--- config.mk ---
export PLATFORM = sky130hd
export DESIGN_NAME = uart_tx_queue
export DESIGN_NICKNAME = d
export VERILOG_FILES = /design/src/rtl/uart_pkg.sv /design/src/rtl/sync_fifo.sv /design/src/rtl/uart_tx_queue.sv
export SDC_FILE = /design/constraint.sdc
export NUM_CORES = 1
export LEC_CHECK = 0
export ABC_AREA = 1
export BUFFER_PORTS_ARGS = -buffer_cell sky130_fd_sc_hd__clkbuf_2
export CAP_MARGIN = 20
export CORE_MARGIN = 8
export CORE_UTILIZATION = 60
export DETAILED_ROUTE_END_ITERATION = 10
export PLACE_DENSITY = 0.78
export SLEW_MARGIN = 30
export SYNTH_ARGS = -nofsm -noshare
export SYNTH_HDL_FRONTEND = slang
export SYNTH_SLANG_ARGS = --single-unit
--- constraint.sdc ---
create_clock -name clk -period 3 [get_ports clk]
set_clock_uncertainty 0.15 [all_clocks]
set_input_delay 0.3 -clock clk [delete_from_list [all_inputs] [get_ports clk]]
set_output_delay 0.3 -clock clk [all_outputs]
set_load 0.05 [all_outputs]
--- src/rtl/uart_pkg.sv ---
// uart_pkg: shared definitions for the UART transmit path.
//
// Contents:
//   UART_DATA_BITS   - payload bits per frame (8)
//   uart_state_e     - transmitter FSM state encoding
//   uart_div()       - rounded clocks-per-bit divider
//
// Compile-time option: UART_TX_PARITY_EN adds the PARITY state (8E1 frames).
package uart_pkg;

  localparam int UART_DATA_BITS = 8;

`ifdef UART_TX_PARITY_EN
  typedef enum logic [2:0] {
    ST_IDLE   = 3'd0,
    ST_START  = 3'd1,
    ST_DATA   = 3'd2,
    ST_PARITY = 3'd3,
    ST_STOP   = 3'd4
  } uart_state_e;
`else
  typedef enum logic [1:0] {
    ST_IDLE  = 2'd0,
    ST_START = 2'd1,
    ST_DATA  = 2'd2,
    ST_STOP  = 2'd3
  } uart_state_e;
`endif

  // Clocks per bit, rounded to the nearest integer. Done in 64 bits so a
  // large clock frequency cannot overflow the intermediate sum.
  function automatic int uart_div(input int clk_hz, input int baud);
    longint sum;
    sum = longint'(clk_hz) + (longint'(baud) / 2);
    return int'(sum / longint'(baud));
  endfunction

endpackage

--- src/rtl/sync_fifo.sv ---
// sync_fifo: single-clock FIFO, reusable by both TX and RX paths.
//
// Parameters:
//   WIDTH - entry width in bits
//   DEPTH - number of entries; power of two, at least 2
//
// Ports:
//   clk      in  1          clock
//   rst      in  1          synchronous active-high reset (empties the FIFO)
//   wr_en    in  1          push request; ignored while full
//   wr_data  in  WIDTH      data to push
//   rd_en    in  1          pop request; ignored while empty
//   rd_data  out WIDTH      head entry (valid while not empty)
//   count    out log2(D)+1  number of stored entries
//   full     out 1          count == DEPTH
//   empty    out 1          count == 0
module sync_fifo #(
  parameter int WIDTH = 8,
  parameter int DEPTH = 4
) (
  input  logic                   clk,
  input  logic                   rst,
  input  logic                   wr_en,
  input  logic [WIDTH-1:0]       wr_data,
  input  logic                   rd_en,
  output logic [WIDTH-1:0]       rd_data,
  output logic [$clog2(DEPTH):0] count,
  output logic                   full,
  output logic                   empty
);

  localparam int PTR_W = $clog2(DEPTH);
  localparam int CNT_W = PTR_W + 1;

  // Pointers wrap by natural overflow, which only works for power-of-two
  // depths.
  if ((DEPTH < 2) || ((DEPTH & (DEPTH - 1)) != 0)) begin : g_bad_depth
    $error("sync_fifo: DEPTH must be a power of two and at least 2");
  end

  logic [WIDTH-1:0] mem_q [DEPTH];
  logic [WIDTH-1:0] mem_d [DEPTH];
  logic [PTR_W-1:0] wr_ptr_q, wr_ptr_d;
  logic [PTR_W-1:0] rd_ptr_q, rd_ptr_d;
  logic [CNT_W-1:0] count_q, count_d;
  logic             push;
  logic             pop;

  assign full    = (count_q == CNT_W'(DEPTH));
  assign empty   = (count_q == '0);
  assign count   = count_q;
  assign rd_data = mem_q[rd_ptr_q];
  assign push    = wr_en && !full;
  assign pop     = rd_en && !empty;

  always_comb begin
    mem_d    = mem_q;
    wr_ptr_d = wr_ptr_q;
    rd_ptr_d = rd_ptr_q;
    count_d  = count_q;
    if (push) begin
      mem_d[wr_ptr_q] = wr_data;
      wr_ptr_d        = wr_ptr_q + 1'b1;
    end
    if (pop) begin
      rd_ptr_d = rd_ptr_q + 1'b1;
    end
    // A simultaneous push and pop leaves the occupancy unchanged.
    case ({push, pop})
      2'b10:   count_d = count_q + 1'b1;
      2'b01:   count_d = count_q - 1'b1;
      default: count_d = count_q;
    endcase
  end

  always_ff @(posedge clk) begin
    if (rst) begin
      wr_ptr_q <= '0;
      rd_ptr_q <= '0;
      count_q  <= '0;
    end else begin
      wr_ptr_q <= wr_ptr_d;
      rd_ptr_q <= rd_ptr_d;
      count_q  <= count_d;
    end
  end

  // Storage needs no reset: nothing is read until the count says it is valid.
  always_ff @(posedge clk) begin
    mem_q <= mem_d;
  end

endmodule

--- src/rtl/uart_tx_queue.sv ---
// uart_tx_queue: queued byte-to-serial UART transmitter.
//
// Accepts one-cycle byte strobes from upstream into a small FIFO and sends
// each byte LSB first as 8N1 (or 8E1 with UART_TX_PARITY_EN defined).
// Queued bytes are sent back-to-back with no idle gap between frames.
//
// Parameters:
//   CLK_HZ     - system clock frequency in Hz
//   BAUD       - line rate
//   FIFO_DEPTH - queue entries (power of two, at least 2)
//
// Ports:
//   clk      in  1  system clock
//   rst      in  1  synchronous active-high reset
//   tx_en    in  1  write strobe
//   tx_data  in  8  byte to queue, sampled when tx_en is high
//   tx_busy  out 1  registered queue-full flag
//   tx       out 1  registered serial line, idle high
//
// Compile-time option: UART_TX_PARITY_EN adds an even parity bit.
module uart_tx_queue
  import uart_pkg::*;
#(
  parameter int CLK_HZ     = 12000000,
  parameter int BAUD       = 115200,
  parameter int FIFO_DEPTH = 4
) (
  input  logic       clk,
  input  logic       rst,
  input  logic       tx_en,
  input  logic [7:0] tx_data,
  output logic       tx_busy,
  output logic       tx
);

  localparam int DIV   = uart_div(CLK_HZ, BAUD);
  localparam int CNT_W = (DIV < 2) ? 1 : $clog2(DIV);
  localparam int FCW   = $clog2(FIFO_DEPTH) + 1;

  if (DIV < 2) begin : g_bad_div
    $error("uart_tx_queue: CLK_HZ/BAUD gives fewer than 2 clocks per bit");
  end

  uart_state_e                 state_q, state_d;
  logic [CNT_W-1:0]            cnt_q, cnt_d;
  logic [2:0]                  bit_idx_q, bit_idx_d;
  logic [UART_DATA_BITS-1:0]   shift_q, shift_d;
  logic                        tx_q, tx_d;
  logic                        tx_busy_q, tx_busy_d;
`ifdef UART_TX_PARITY_EN
  logic                        parity_q, parity_d;
`endif

  logic                        pop;
  logic                        bit_end;
  logic [UART_DATA_BITS-1:0]   fifo_head;
  logic [FCW-1:0]              fifo_count;
  logic                        fifo_empty;
  logic                        unused_fifo_full;

  sync_fifo #(
    .WIDTH (UART_DATA_BITS),
    .DEPTH (FIFO_DEPTH)
  ) u_fifo (
    .clk     (clk),
    .rst     (rst),
    .wr_en   (tx_en),
    .wr_data (tx_data),
    .rd_en   (pop),
    .rd_data (fifo_head),
    .count   (fifo_count),
    .full    (unused_fifo_full),
    .empty   (fifo_empty)
  );

  assign bit_end = (cnt_q == CNT_W'(DIV - 1));
  assign tx      = tx_q;
  assign tx_busy = tx_busy_q;

  // Next-state logic. The baud counter runs 0..DIV-1 in every non-idle
  // state; the state advances on its last count. STOP pops the next byte
  // directly so queued frames follow each other without an idle bit.
  always_comb begin
    state_d   = state_q;
    cnt_d     = cnt_q;
    bit_idx_d = bit_idx_q;
    shift_d   = shift_q;
    pop       = 1'b0;
`ifdef UART_TX_PARITY_EN
    parity_d  = parity_q;
`endif
    unique case (state_q)
      ST_IDLE: begin
        cnt_d = '0;
        if (!fifo_empty) begin
          pop     = 1'b1;
          shift_d = fifo_head;
`ifdef UART_TX_PARITY_EN
          parity_d = ^fifo_head;
`endif
          state_d = ST_START;
        end
      end
      ST_START: begin
        if (bit_end) begin
          cnt_d     = '0;
          bit_idx_d = '0;
          state_d   = ST_DATA;
        end else begin
          cnt_d = cnt_q + 1'b1;
        end
      end
      ST_DATA: begin
        if (bit_end) begin
          cnt_d   = '0;
          shift_d = shift_q >> 1;
          if (bit_idx_q == 3'd7) begin
`ifdef UART_TX_PARITY_EN
            state_d = ST_PARITY;
`else
            state_d = ST_STOP;
`endif
          end else begin
            bit_idx_d = bit_idx_q + 1'b1;
          end
        end else begin
          cnt_d = cnt_q + 1'b1;
        end
      end
`ifdef UART_TX_PARITY_EN
      ST_PARITY: begin
        if (bit_end) begin
          cnt_d   = '0;
          state_d = ST_STOP;
        end else begin
          cnt_d = cnt_q + 1'b1;
        end
      end
`endif
      ST_STOP: begin
        if (bit_end) begin
          cnt_d = '0;
          if (!fifo_empty) begin
            pop     = 1'b1;
            shift_d = fifo_head;
`ifdef UART_TX_PARITY_EN
            parity_d = ^fifo_head;
`endif
            state_d = ST_START;
          end else begin
            state_d = ST_IDLE;
          end
        end else begin
          cnt_d = cnt_q + 1'b1;
        end
      end
      default: begin
        state_d = ST_IDLE;
        cnt_d   = '0;
      end
    endcase
  end

  // Line value is decoded from the current state and registered, so tx
  // trails the state by one clock and every bit still lasts DIV cycles.
  always_comb begin
    tx_d = 1'b1;
    unique case (state_q)
      ST_IDLE:   tx_d = 1'b1;
      ST_START:  tx_d = 1'b0;
      ST_DATA:   tx_d = shift_q[0];
`ifdef UART_TX_PARITY_EN
      ST_PARITY: tx_d = parity_q;
`endif
      ST_STOP:   tx_d = 1'b1;
      default:   tx_d = 1'b1;
    endcase
  end

  // Busy follows the registered occupancy, one edge behind the fill/pop.
  always_comb begin
    tx_busy_d = (fifo_count == FCW'(FIFO_DEPTH));
  end

  always_ff @(posedge clk) begin
    if (rst) begin
      state_q   <= ST_IDLE;
      cnt_q     <= '0;
      bit_idx_q <= '0;
      shift_q   <= '0;
      tx_q      <= 1'b1;
      tx_busy_q <= 1'b0;
`ifdef UART_TX_PARITY_EN
      parity_q  <= 1'b0;
`endif
    end else begin
      state_q   <= state_d;
      cnt_q     <= cnt_d;
      bit_idx_q <= bit_idx_d;
      shift_q   <= shift_d;
      tx_q      <= tx_d;
      tx_busy_q <= tx_busy_d;
`ifdef UART_TX_PARITY_EN
      parity_q  <= parity_d;
`endif
    end
  end

endmodule

==> flow_summary.rst, run 1 <==
.. list-table::
   :header-rows: 1

   * - Metric
     - Value
   * - Most common cell after layout, fill and taps aside
     - sky130_fd_sc_hd__nand2_1
   * - Number of slew-limit violations in the final report
     - 0
   * - CTS H-tree depth
     - 3
   * - Number of global-route vias before repair
     - about 1,900
   * - Post-Place Cells
     - ~370
   * - Maximum VDD drop
     - ~0.57 mV
   * - FILL cells
     - 344
   * - Pwr Density
     - 943 nW/um^2
   * - Met2 WL post-DR
     - between 2000 and 3000 microns
   * - Number of buffers on the longest clock path
     - 2
   * - Wire length on met3
     - 280 microns
   * - Detailed-placement wirelength estimate
     - 3270 microns
   * - Final Non-Filler Cells
     - 382
   * - Number of storage elements in the synthesis netlist
     - 61
   * - Outcome
     - completed
   * - Clock latency on the worst-skew pair
     - ~340 ps
   * - Top achievable clock speed
     - 383 MHz
   * - Boundary Pins
     - 13
   * - Cells after Synth
     - 309
   * - Initial Util
     - 0.628
   * - Clock tree sinks
     - 61
   * - Register area share after synthesis
     - 0.556
   * - Measured slew at the worst slew-check pin
     - 751 ps
   * - Maximum number of pins on one net before global-route repair
     - 20
   * - GR Util All Layers
     - 0.148
   * - Gr ovfl total
     - 0
   * - DRC violation count after routing
     - 0
   * - Path type of the worst setup path
     - reg2reg
   * - Vias per cell
     - roughly 5.3
   * - Clock root cell
     - sky130_fd_sc_hd__clkbuf_8
   * - Post-layout min period
     - 2610 ps
   * - Largest fanout of any net on the critical path
     - 6
   * - Nets
     - 350
   * - TritonCTS clock tree
     - done
   * - Critical Path Sink Type
     - register
   * - Count of buffers added by post-CTS timing repair for setup
     - 0
   * - Syn_nets
     - 334
   * - Number of standard-cell rows in the floorplan
     - 24
   * - Routed wire per std cell
     - 13.2 microns
   * - Wire length of the first global-routing pass
     - 8190 microns
   * - Highest signal layer in the routed design
     - met4
   * - Fin. Hold Viols
     - 0
   * - Initial antenna violation count
     - 0
   * - Commonest non-fill, non-tap cells in the layout
     - sky130_fd_sc_hd__nand2_1, sky130_fd_sc_hd__nor2_1, sky130_fd_sc_hd__inv_1
   * - Count of instances resized after the clock tree is built
     - 0
   * - Leak
     - 1.29 nW
   * - Data required time at the worst endpoint
     - 3070 ps
   * - Synth Cell Area
     - 2770 sq um
   * - Share of layout cells above drive strength 1
     - 0.124
   * - Worst min-delay path category
     - in2reg
   * - Count of hold-fix buffers inserted at cts
     - 0
   * - Drt first-iter violations
     - 171
   * - Final count of negative-setup-slack endpoints
     - 0
   * - Number of flops mapped to enable cells by yosys
     - 32
   * - Std-Cell Core Area
     - 4410 sq um
   * - Share of the clock period used by the worst path after layout
     - 0.871
   * - Synth Flop Type
     - sky130_fd_sc_hd__edfxtp_1
   * - IO buf count
     - 12
   * - Count of synthesis-stage warnings from yosys
     - 0
   * - Clock transition at the registers of the reported paths
     - approximately 70 ps
   * - RD Place Congestion
     - 0.787
   * - Antenna violation net count after detailed routing
     - 0
   * - Relative area change from synthesis to final layout
     - 11.1%
   * - Total via count in the routed design
     - about 2,000
   * - RSZ-0062 raised after global routing
     - no
   * - Overall routed net length
     - 5040 microns
   * - Aggregate negative setup slack
     - 0 ps
   * - Slew HR
     - 0.497
   * - Die X
     - between 80 and 90 microns
   * - Detailed Routing Iterations Pass 1
     - 4
   * - Die height
     - 84.0 microns
   * - Data arrival time of the critical path
     - 2690 ps
   * - Critical Path Source Type
     - register
   * - Die Footprint
     - between 7000 and 8000 sq um
   * - Antenna Diode Count
     - 0
   * - Number of distinct library cells after synthesis
     - 28
   * - Async S/R FF share, synth
     - 0
   * - Num CTS Buffers
     - 9
   * - Length of routed wiring on met1
     - 2180 microns
   * - # Max-Cap Violations
     - 0
   * - Avg Cell Area, Syn
     - around 9 sq um
[synth_stat cells (2+ instances only)]
cell                        n  share of area
sky130_fd_sc_hd__o21ai_2    2         0.0063
sky130_fd_sc_hd__o21ai_0   21          0.038
sky130_fd_sc_hd__nor3_1     2         0.0036
sky130_fd_sc_hd__dfxtp_1   29           0.21
sky130_fd_sc_hd__nand3_1   30          0.054
sky130_fd_sc_hd__ha_1      13          0.059
sky130_fd_sc_hd__inv_1     33          0.045
sky130_fd_sc_hd__nand2_1   65          0.088
sky130_fd_sc_hd__a21oi_1   13          0.023
sky130_fd_sc_hd__buf_2      2         0.0036
sky130_fd_sc_hd__inv_2      3         0.0041
sky130_fd_sc_hd__nor2_2     2         0.0045
sky130_fd_sc_hd__nand2_2    4         0.0090
sky130_fd_sc_hd__buf_4      3         0.0081
sky130_fd_sc_hd__nor2_1    43          0.058
sky130_fd_sc_hd__edfxtp_1  32           0.35
[registers in the layout, indices dropped and copies added (netlist names)]
name,flops
u_fifo.count,3
u_fifo.rd_ptr_q,2
tx_busy,1
state_q,2
shift_q,8
bit_idx_q,3
u_fifo.mem_q,32
tx,1
cnt_q,7
u_fifo.wr_ptr_q,2
[routing by layer]
metal / vias to the layer above / GRT usage
met1: 929 / 0.161
met5: - / 0
met2: 51 / 0.239
li1: 1039 / -
met4: 0 / 0.0879
met3: 6 / 0.0576
[critical path, stage by stage, from the launching register on]
cell	delay, ps
sky130_fd_sc_hd__dfxtp_1	420
sky130_fd_sc_hd__inv_1	110
sky130_fd_sc_hd__ha_1	320
sky130_fd_sc_hd__inv_1	70
sky130_fd_sc_hd__nand2_1	60
sky130_fd_sc_hd__nand3b_1	170
sky130_fd_sc_hd__inv_1	80
sky130_fd_sc_hd__ha_1	140
sky130_fd_sc_hd__inv_1	70
sky130_fd_sc_hd__fa_1	390
sky130_fd_sc_hd__a21oi_1	180
sky130_fd_sc_hd__o21ai_0	120
sky130_fd_sc_hd__o21ai_0	170
sky130_fd_sc_hd__a21oi_1	60
[kinds of logic after synthesis]
logic type      Yosys count  synth area share
simple gates            150             0.229
flops                    61             0.556
buf+inv                  46            0.0749
compound gates           36            0.0677
fa+ha+maj                14            0.0659
xor+xnor                  2           0.00632
[worst paths after layout]
path	endpoint	slack, ps	startpoint	cells past startpoint
worst max-delay path	u_fifo.count[2]	390	state_q[0]	13
worst min-delay path	u_fifo.mem_q[28]	20	tx_data[4]	1
worst max register to register	u_fifo.count[2]	390	state_q[0]	13
worst min register to register	cnt_q[0]	310	cnt_q[0]	1
[power by group]
part           switching [mW]  internal [mW]  total (mW)  leakage [nW]
registers              0.0968           1.02        1.11         0.531
clock network           0.325          0.547       0.872         0.113
logic                   0.619          0.301       0.920         0.646
total                    1.04           1.86        2.90          1.29
[final cells by class]
cell class | instances | area, sq um | area share
flip-flops and latches | 61 | 1540 | 0.501
clock inverters | 7 | 114 | 0.0370
repair buffers | 13 | 67.6 | 0.0219
inverters | 38 | 145 | 0.0471
multi-input cells | 202 | 1020 | 0.332
well taps | 52 | 65.1 | 0.0211
clock buffers | 9 | 124 | 0.0402
[stage by stage]
stage               setup slack [ps]  utilization  instance area [sq um]  power, mW  hold slack, ps
floorplan                        660            -                   2770       1.90             219
global placement                 573        0.644                   2840       2.01             280
detailed placement               470        0.644                   2840       2.03             294
CTS                              451        0.698                   3080       2.91            12.1
global route                     141        0.698                   3080       3.10            11.4
finish                           387        0.698                   3080       2.90            23.3
Power figures use the tool's default switching activity.
==> run 2: changes to the inputs <==
REMOVE_ABC_BUFFERS = 1   (was unset)
==> run 2 against run 1 <==
  * Worst hold slack improved by 4.9 ps
  * Critical path depth unchanged
  * Sequential power about the same
  * Wire length decreased by 1.7%
  * Utilization is 1.0 points lower
  * Largest cell class unchanged
  * Highest routed layer unchanged
==> flow_summary.rst, run 2 (synthesized netlist as in run 1, its figures left out) <==
.. list-table::
   :header-rows: 1

   * - Metric
     - Value
   * - Outcome
     - completed
   * - Number of buffers on the longest clock path
     - 2
   * - Number of slew-limit violations in the final report
     - 0
   * - Register with the most flip-flops
     - u_fifo.mem_q
   * - Die height
     - 84.0 microns
   * - Antenna violation net count after detailed routing
     - 0
   * - Worst hold margin
     - 28.2 ps
   * - Detailed Routing Iterations Pass 1
     - 5
   * - Share of the clock period used by the worst path after layout
     - 0.851
   * - Detailed-placement wirelength estimate
     - ~3200 microns
   * - Critical Path Source Type
     - register
   * - Number of global-route vias before repair
     - 1,893
   * - Final count of negative-setup-slack endpoints
     - 0
   * - Registers with the most flip-flops
     - u_fifo.mem_q x32, shift_q x8, cnt_q x7
   * - Slew HR
     - 0.430
   * - Maximum number of pins on one net before global-route repair
     - 20
   * - Std-Cell Core Area
     - 4410 sq um
   * - Count of instances resized after the clock tree is built
     - 0
   * - Boundary Pins
     - 13
   * - Drt first-iter violations
     - 97
   * - RD Place Congestion
     - just over 0.8
   * - Count of hold-fix buffers inserted at cts
     - 0
   * - Data required time at the worst endpoint
     - 3070 ps
   * - Initial antenna violation count
     - 0
   * - Overall power after layout
     - 2.74 mW
   * - Aggregate negative setup slack
     - 0 ps
   * - GR Util All Layers
     - 0.148
   * - Most common cell after layout, fill and taps aside
     - sky130_fd_sc_hd__nand2_1
   * - Num CTS Buffers
     - 9
   * - DRC violation count after routing
     - 0
   * - Clock tree sinks
     - 61
   * - Top achievable clock speed
     - 392 MHz
   * - Initial Util
     - 0.628
   * - IO buf count
     - 12
   * - Die Footprint
     - 7050 sq um
   * - Gr ovfl total
     - 0
   * - Maximum VDD drop
     - 0.552 mV
   * - Clock root cell
     - sky130_fd_sc_hd__clkbuf_8
   * - Pwr Density
     - 903 nW/um^2
   * - Leak
     - around 1.3 nW
   * - Post-layout min period
     - 2550 ps
   * - Die X
     - 84.0 microns
   * - # Max-Cap Violations
     - 0
   * - Critical Path Sink Type
     - register
   * - Share of layout cells above drive strength 1
     - 0.125
   * - Clock latency on the worst-skew pair
     - 340 ps
   * - Number of flip-flops under the largest register name
     - 32
   * - Nets
     - 349
   * - Path type of the worst setup path
     - reg2reg
   * - TritonCTS clock tree
     - done
   * - Antenna Diode Count
     - 0
   * - Commonest non-fill, non-tap cells in the layout
     - sky130_fd_sc_hd__nand2_1, sky130_fd_sc_hd__nor2_1, sky130_fd_sc_hd__inv_1
   * - Measured slew at the worst slew-check pin
     - roughly 850 ps
   * - Fin. Hold Viols
     - 0
   * - Vias per cell
     - 5.15
   * - Relative area change from synthesis to final layout
     - 9.48%
   * - Largest fanout of any net on the critical path
     - 6
   * - Routed wire per std cell
     - 13.0 microns
   * - CTS H-tree depth
     - 3
   * - Number of standard-cell rows in the floorplan
     - 24
   * - FILL cells
     - between 300 and 400
   * - Data arrival time of the critical path
     - 2620 ps
   * - Total via count in the routed design
     - between 1,500 and 2,000
   * - Clock transition at the registers of the reported paths
     - 70 ps
   * - Wire length of the first global-routing pass
     - 8390 microns
   * - RSZ-0062 raised after global routing
     - no
   * - Overall routed net length
     - approximately 5000 microns
   * - Count of buffers added by post-CTS timing repair for setup
     - 0
   * - Worst min-delay path category
     - in2reg
run 2: cell types whose count changed in the layout (fill, tap and decap cells not counted):
| cell | previous run | this run |
|---|---|---|
| sky130_fd_sc_hd__clkinv_4 | 0 | 3 |
| sky130_fd_sc_hd__bufinv_16 | 3 | 1 |
| sky130_fd_sc_hd__buf_4 | 1 | 0 |
| sky130_fd_sc_hd__clkinv_1 | 2 | 1 |
run 2: worst paths after layout:
| check | start | endpoint | slack (ps) | cells after the start |
|---|---|---|---|---|
| max reg2reg | state_q[0] | u_fifo.count[2] | 450 | 13 |
| min | tx_data[5] | u_fifo.mem_q[29] | 30 | 1 |
| max | state_q[0] | u_fifo.count[2] | 450 | 13 |
| min reg2reg | cnt_q[0] | cnt_q[0] | 310 | 1 |
run 2: cell type report:
class | count | area (sq um) | area share
Clock buffer | 9 | 124 | 0.0408
Clock inverter | 7 | 76.3 | 0.0252
Inverter | 38 | 145 | 0.0478
Multi-Input combinational cell | 202 | 1020 | 0.337
Sequential cell | 61 | 1540 | 0.508
Tap cell | 52 | 65.1 | 0.0214
Timing Repair Buffer | 12 | 60.1 | 0.0198
run 2: metrics by stage:
| step | setup WS, ps | utilization | instance area (sq um) | cells |
|---|---|---|---|---|
| final | 448 | 0.687 | 3030 | 381 |
| after global routing | 156 | 0.687 | 3030 | 381 |
| after CTS | 448 | 0.687 | 3030 | 381 |
| after detailed placement | 470 | 0.642 | 2830 | 365 |
| after global placement | 553 | 0.642 | 2830 | 365 |
| after floorplan | 660 | - | 2710 | 301 |
run 2: worst max-delay path: stages (launching register included):
cell	delay, ps
sky130_fd_sc_hd__dfxtp_1	420
sky130_fd_sc_hd__inv_1	110
sky130_fd_sc_hd__ha_1	310
sky130_fd_sc_hd__inv_1	80
sky130_fd_sc_hd__nand2_1	70
sky130_fd_sc_hd__nand3b_1	170
sky130_fd_sc_hd__inv_1	70
sky130_fd_sc_hd__ha_1	130
sky130_fd_sc_hd__inv_1	60
sky130_fd_sc_hd__fa_1	380
sky130_fd_sc_hd__a21oi_1	150
sky130_fd_sc_hd__o21ai_0	110
sky130_fd_sc_hd__o21ai_0	170
sky130_fd_sc_hd__a21oi_1	60
run 2: where the power goes:
group	internal, mW	switching (mW)
Sequential	1.02	0.0935
Combinational	0.298	0.611
Clock	0.385	0.337
run 2: routing by layer:
metal / wire length (microns) / global-route usage / vias up
li1: - / - / 1030
met3: 199 / 0.0566 / 8
met2: 2340 / 0.230 / 24
met5: 0 / 0 / -
met4: 68 / 0.0612 / 0
met1: 2350 / 0.178 / 902
==> run 3: changes to the inputs <==
CTS_BUF_LIST = sky130_fd_sc_hd__clkbuf_8   (was unset)
PLACE_DENSITY = unset   (was 0.78)
PLACE_DENSITY_LB_ADDON = 0.2   (was unset)
==> run 3 against run 2 <==
  * Sequential share of layout area decreased by 0.13 points
  * Critical path depth unchanged
  * Clock power decreased by 0.6%
  * Final area increased by 0.25%
  * Wire length decreased by 3.0%
  * Critical path type unchanged
  * Critical endpoint unchanged
  * Largest cell class unchanged
  * Largest power group unchanged
==> flow_summary.rst, run 3 (synthesized netlist as in run 1, its figures left out) <==
.. list-table::
   :header-rows: 1

   * - Metric
     - Value
   * - Number of buffers on the longest clock path
     - 2
   * - Measured slew at the worst slew-check pin
     - 807 ps
   * - Commonest non-fill, non-tap cells in the layout
     - sky130_fd_sc_hd__nand2_1, sky130_fd_sc_hd__nor2_1, sky130_fd_sc_hd__inv_1
   * - Die X
     - roughly 84 microns
   * - Start point of the worst min-delay path
     - tx_data[4]
   * - Worst reg2reg startpoint
     - state_q[0]
   * - Gr ovfl total
     - 0
   * - Boundary Pins
     - 13
   * - CTS H-tree depth
     - 3
   * - Initial antenna violation count
     - 0
   * - Share of the clock period used by the worst path after layout
     - 0.860
   * - RSZ-0062 raised after global routing
     - no
   * - Stage delay of the slowest cell on the critical path
     - 420 ps
   * - Clock tree sinks
     - between 60 and 70
   * - Min-Delay Endpoint
     - u_fifo.mem_q[12]
   * - # Max-Cap Violations
     - 0
   * - Path type of the worst setup path
     - reg2reg
   * - Overall power after layout
     - 2.73 mW
   * - Buffers and inverters on the worst path
     - 4
   * - Die Footprint
     - between 7000 and 8000 sq um
   * - Post-layout min period
     - around 2600 ps
   * - GR Util All Layers
     - 0.143
   * - Data arrival time of the critical path
     - 2650 ps
   * - Maximum number of pins on one net before global-route repair
     - 19
   * - Number of slew-limit violations in the final report
     - 0
   * - Utilization after layout
     - 0.689
   * - Critical Path Sink Type
     - register
   * - Largest fanout of any net on the critical path
     - 6
   * - Number of standard-cell rows in the floorplan
     - 24
   * - Clock transition at the registers of the reported paths
     - 70 ps
   * - Slowest cell on crit path
     - sky130_fd_sc_hd__dfxtp_1
   * - Data required time at the worst endpoint
     - 3070 ps
   * - Std-Cell Core Area
     - about 4400 sq um
   * - Share of layout cells above drive strength 1
     - 0.124
   * - Slew HR
     - 0.460
   * - Pwr Density
     - 898 nW/um^2
   * - Fin. Hold Viols
     - 0
   * - Most common cell after layout, fill and taps aside
     - sky130_fd_sc_hd__nand2_1
   * - Number of global-route vias before repair
     - 1,853
   * - Leak
     - 1.27 nW
   * - DRC violation count after routing
     - 0
   * - Worst hold stages
     - 1
   * - Drt first-iter violations
     - 110
   * - Final count of negative-setup-slack endpoints
     - 0
   * - Routed wire per std cell
     - 12.6 microns
   * - Count of buffers added by post-CTS timing repair for setup
     - 0
   * - Critical Path Source Type
     - register
   * - Aggregate negative setup slack
     - 0 ps
   * - Kind of cell adding the most delay to the critical path
     - adder cells
   * - Total via count in the routed design
     - 1,942
   * - Count of instances resized after the clock tree is built
     - 0
   * - Cells traversed along the worst timing path
     - inv_1 -> ha_1 -> inv_1 -> nand2_1 -> nand3b_1 -> inv_1 -> ha_1 -> inv_1 -> fa_1 -> a21oi_1 -> o21ai_0 -> o21ai_0 -> a21oi_1
   * - Maximum VDD drop
     - 0.550 mV
   * - Antenna violation net count after detailed routing
     - 0
   * - Number of flip-flops under the largest register name
     - 32
   * - Post-Place Cells
     - 366
   * - Die height
     - between 80 and 90 microns
   * - Outcome
     - completed
   * - Worst hold margin
     - 29.1 ps
   * - Register with the most flip-flops
     - u_fifo.mem_q
   * - Vias per cell
     - 5.08
   * - Depth of the worst register-to-register path
     - 13
   * - Internal reg-to-reg setup slack
     - 420 ps
   * - IO buf count
     - 12
   * - Antenna Diode Count
     - 0
   * - Final Non-Filler Cells
     - around 380
   * - Num CTS Buffers
     - 9
   * - Overall routed net length
     - 4810 microns
   * - Top achievable clock speed
     - 387 MHz
   * - R2R Path End
     - u_fifo.count[2]
   * - Registers with the most flip-flops
     - u_fifo.mem_q x32, shift_q x8, cnt_q x7
   * - Detailed Routing Iterations Pass 1
     - 4
   * - Relative area change from synthesis to final layout
     - 9.75%
   * - Wire length of the first global-routing pass
     - 8090 microns
   * - Count of hold-fix buffers inserted at cts
     - 0
   * - Initial Util
     - 0.628
   * - CP dominant cell by count
     - sky130_fd_sc_hd__inv_1
   * - Worst min-delay path category
     - in2reg
   * - Clock root cell
     - sky130_fd_sc_hd__clkbuf_8
   * - Clock latency on the worst-skew pair
     - roughly 330 ps
   * - TritonCTS clock tree
     - done
   * - Detailed-placement wirelength estimate
     - 3290 microns
   * - RD Place Congestion
     - between 0.7 and 0.8
   * - Nets
     - between 300 and 400
-- run 3: cell types whose count changed in the layout (fill, tap and decap cells not counted), sizes merged --
cell,before,now
clkinv,5,4
buf,0,1
clkbuf,21,22
-- run 3: area by class of cell --
type | instances | area, sq um
flip-flops and latches | 61 | 1540
fillers | 360 | 1370
multi-input cells | 202 | 1020
inverters | 38 | 145
clock buffers | 10 | 138
repair buffers | 13 | 67.6
well taps | 52 | 65.1
clock inverters | 6 | 62.6
-- run 3: worst max path at each step --
stage,end,cells past startpoint,slack (ps),from
6_report,u_fifo.count[2],13,420,state_q[0]
3_5_place_dp,u_fifo.count[2],13,440,state_q[0]
3_3_place_gp,u_fifo.count[2],13,550,state_q[0]
2_1_floorplan,u_fifo.count[2],13,660,state_q[0]
5_1_grt,u_fifo.count[2],13,160,state_q[0]
4_1_cts,u_fifo.count[2],13,420,state_q[0]
-- run 3: through the flow --
step,setup slack (ps),instance area [sq um]
after global placement,545,2840
after detailed placement,440,2840
after CTS,424,3040
after floorplan,660,2710
final,419,3040
after global routing,158,3040
-- run 3: power breakdown --
group | internal [mW] | leakage, nW | switching [mW]
clock | 0.403 | 0.0959 | 0.316
sequential | 1.02 | 0.531 | 0.0947
combinational | 0.302 | 0.646 | 0.602
-- run 3: metal layers --
layer	global-route usage	vias to the layer above	share of wire
li1	-	1030	-
met1	0.165	875	0.47
met2	0.230	30	0.47
met3	0.0479	7	0.053
met4	0.0738	0	0.015
met5	0	-	0
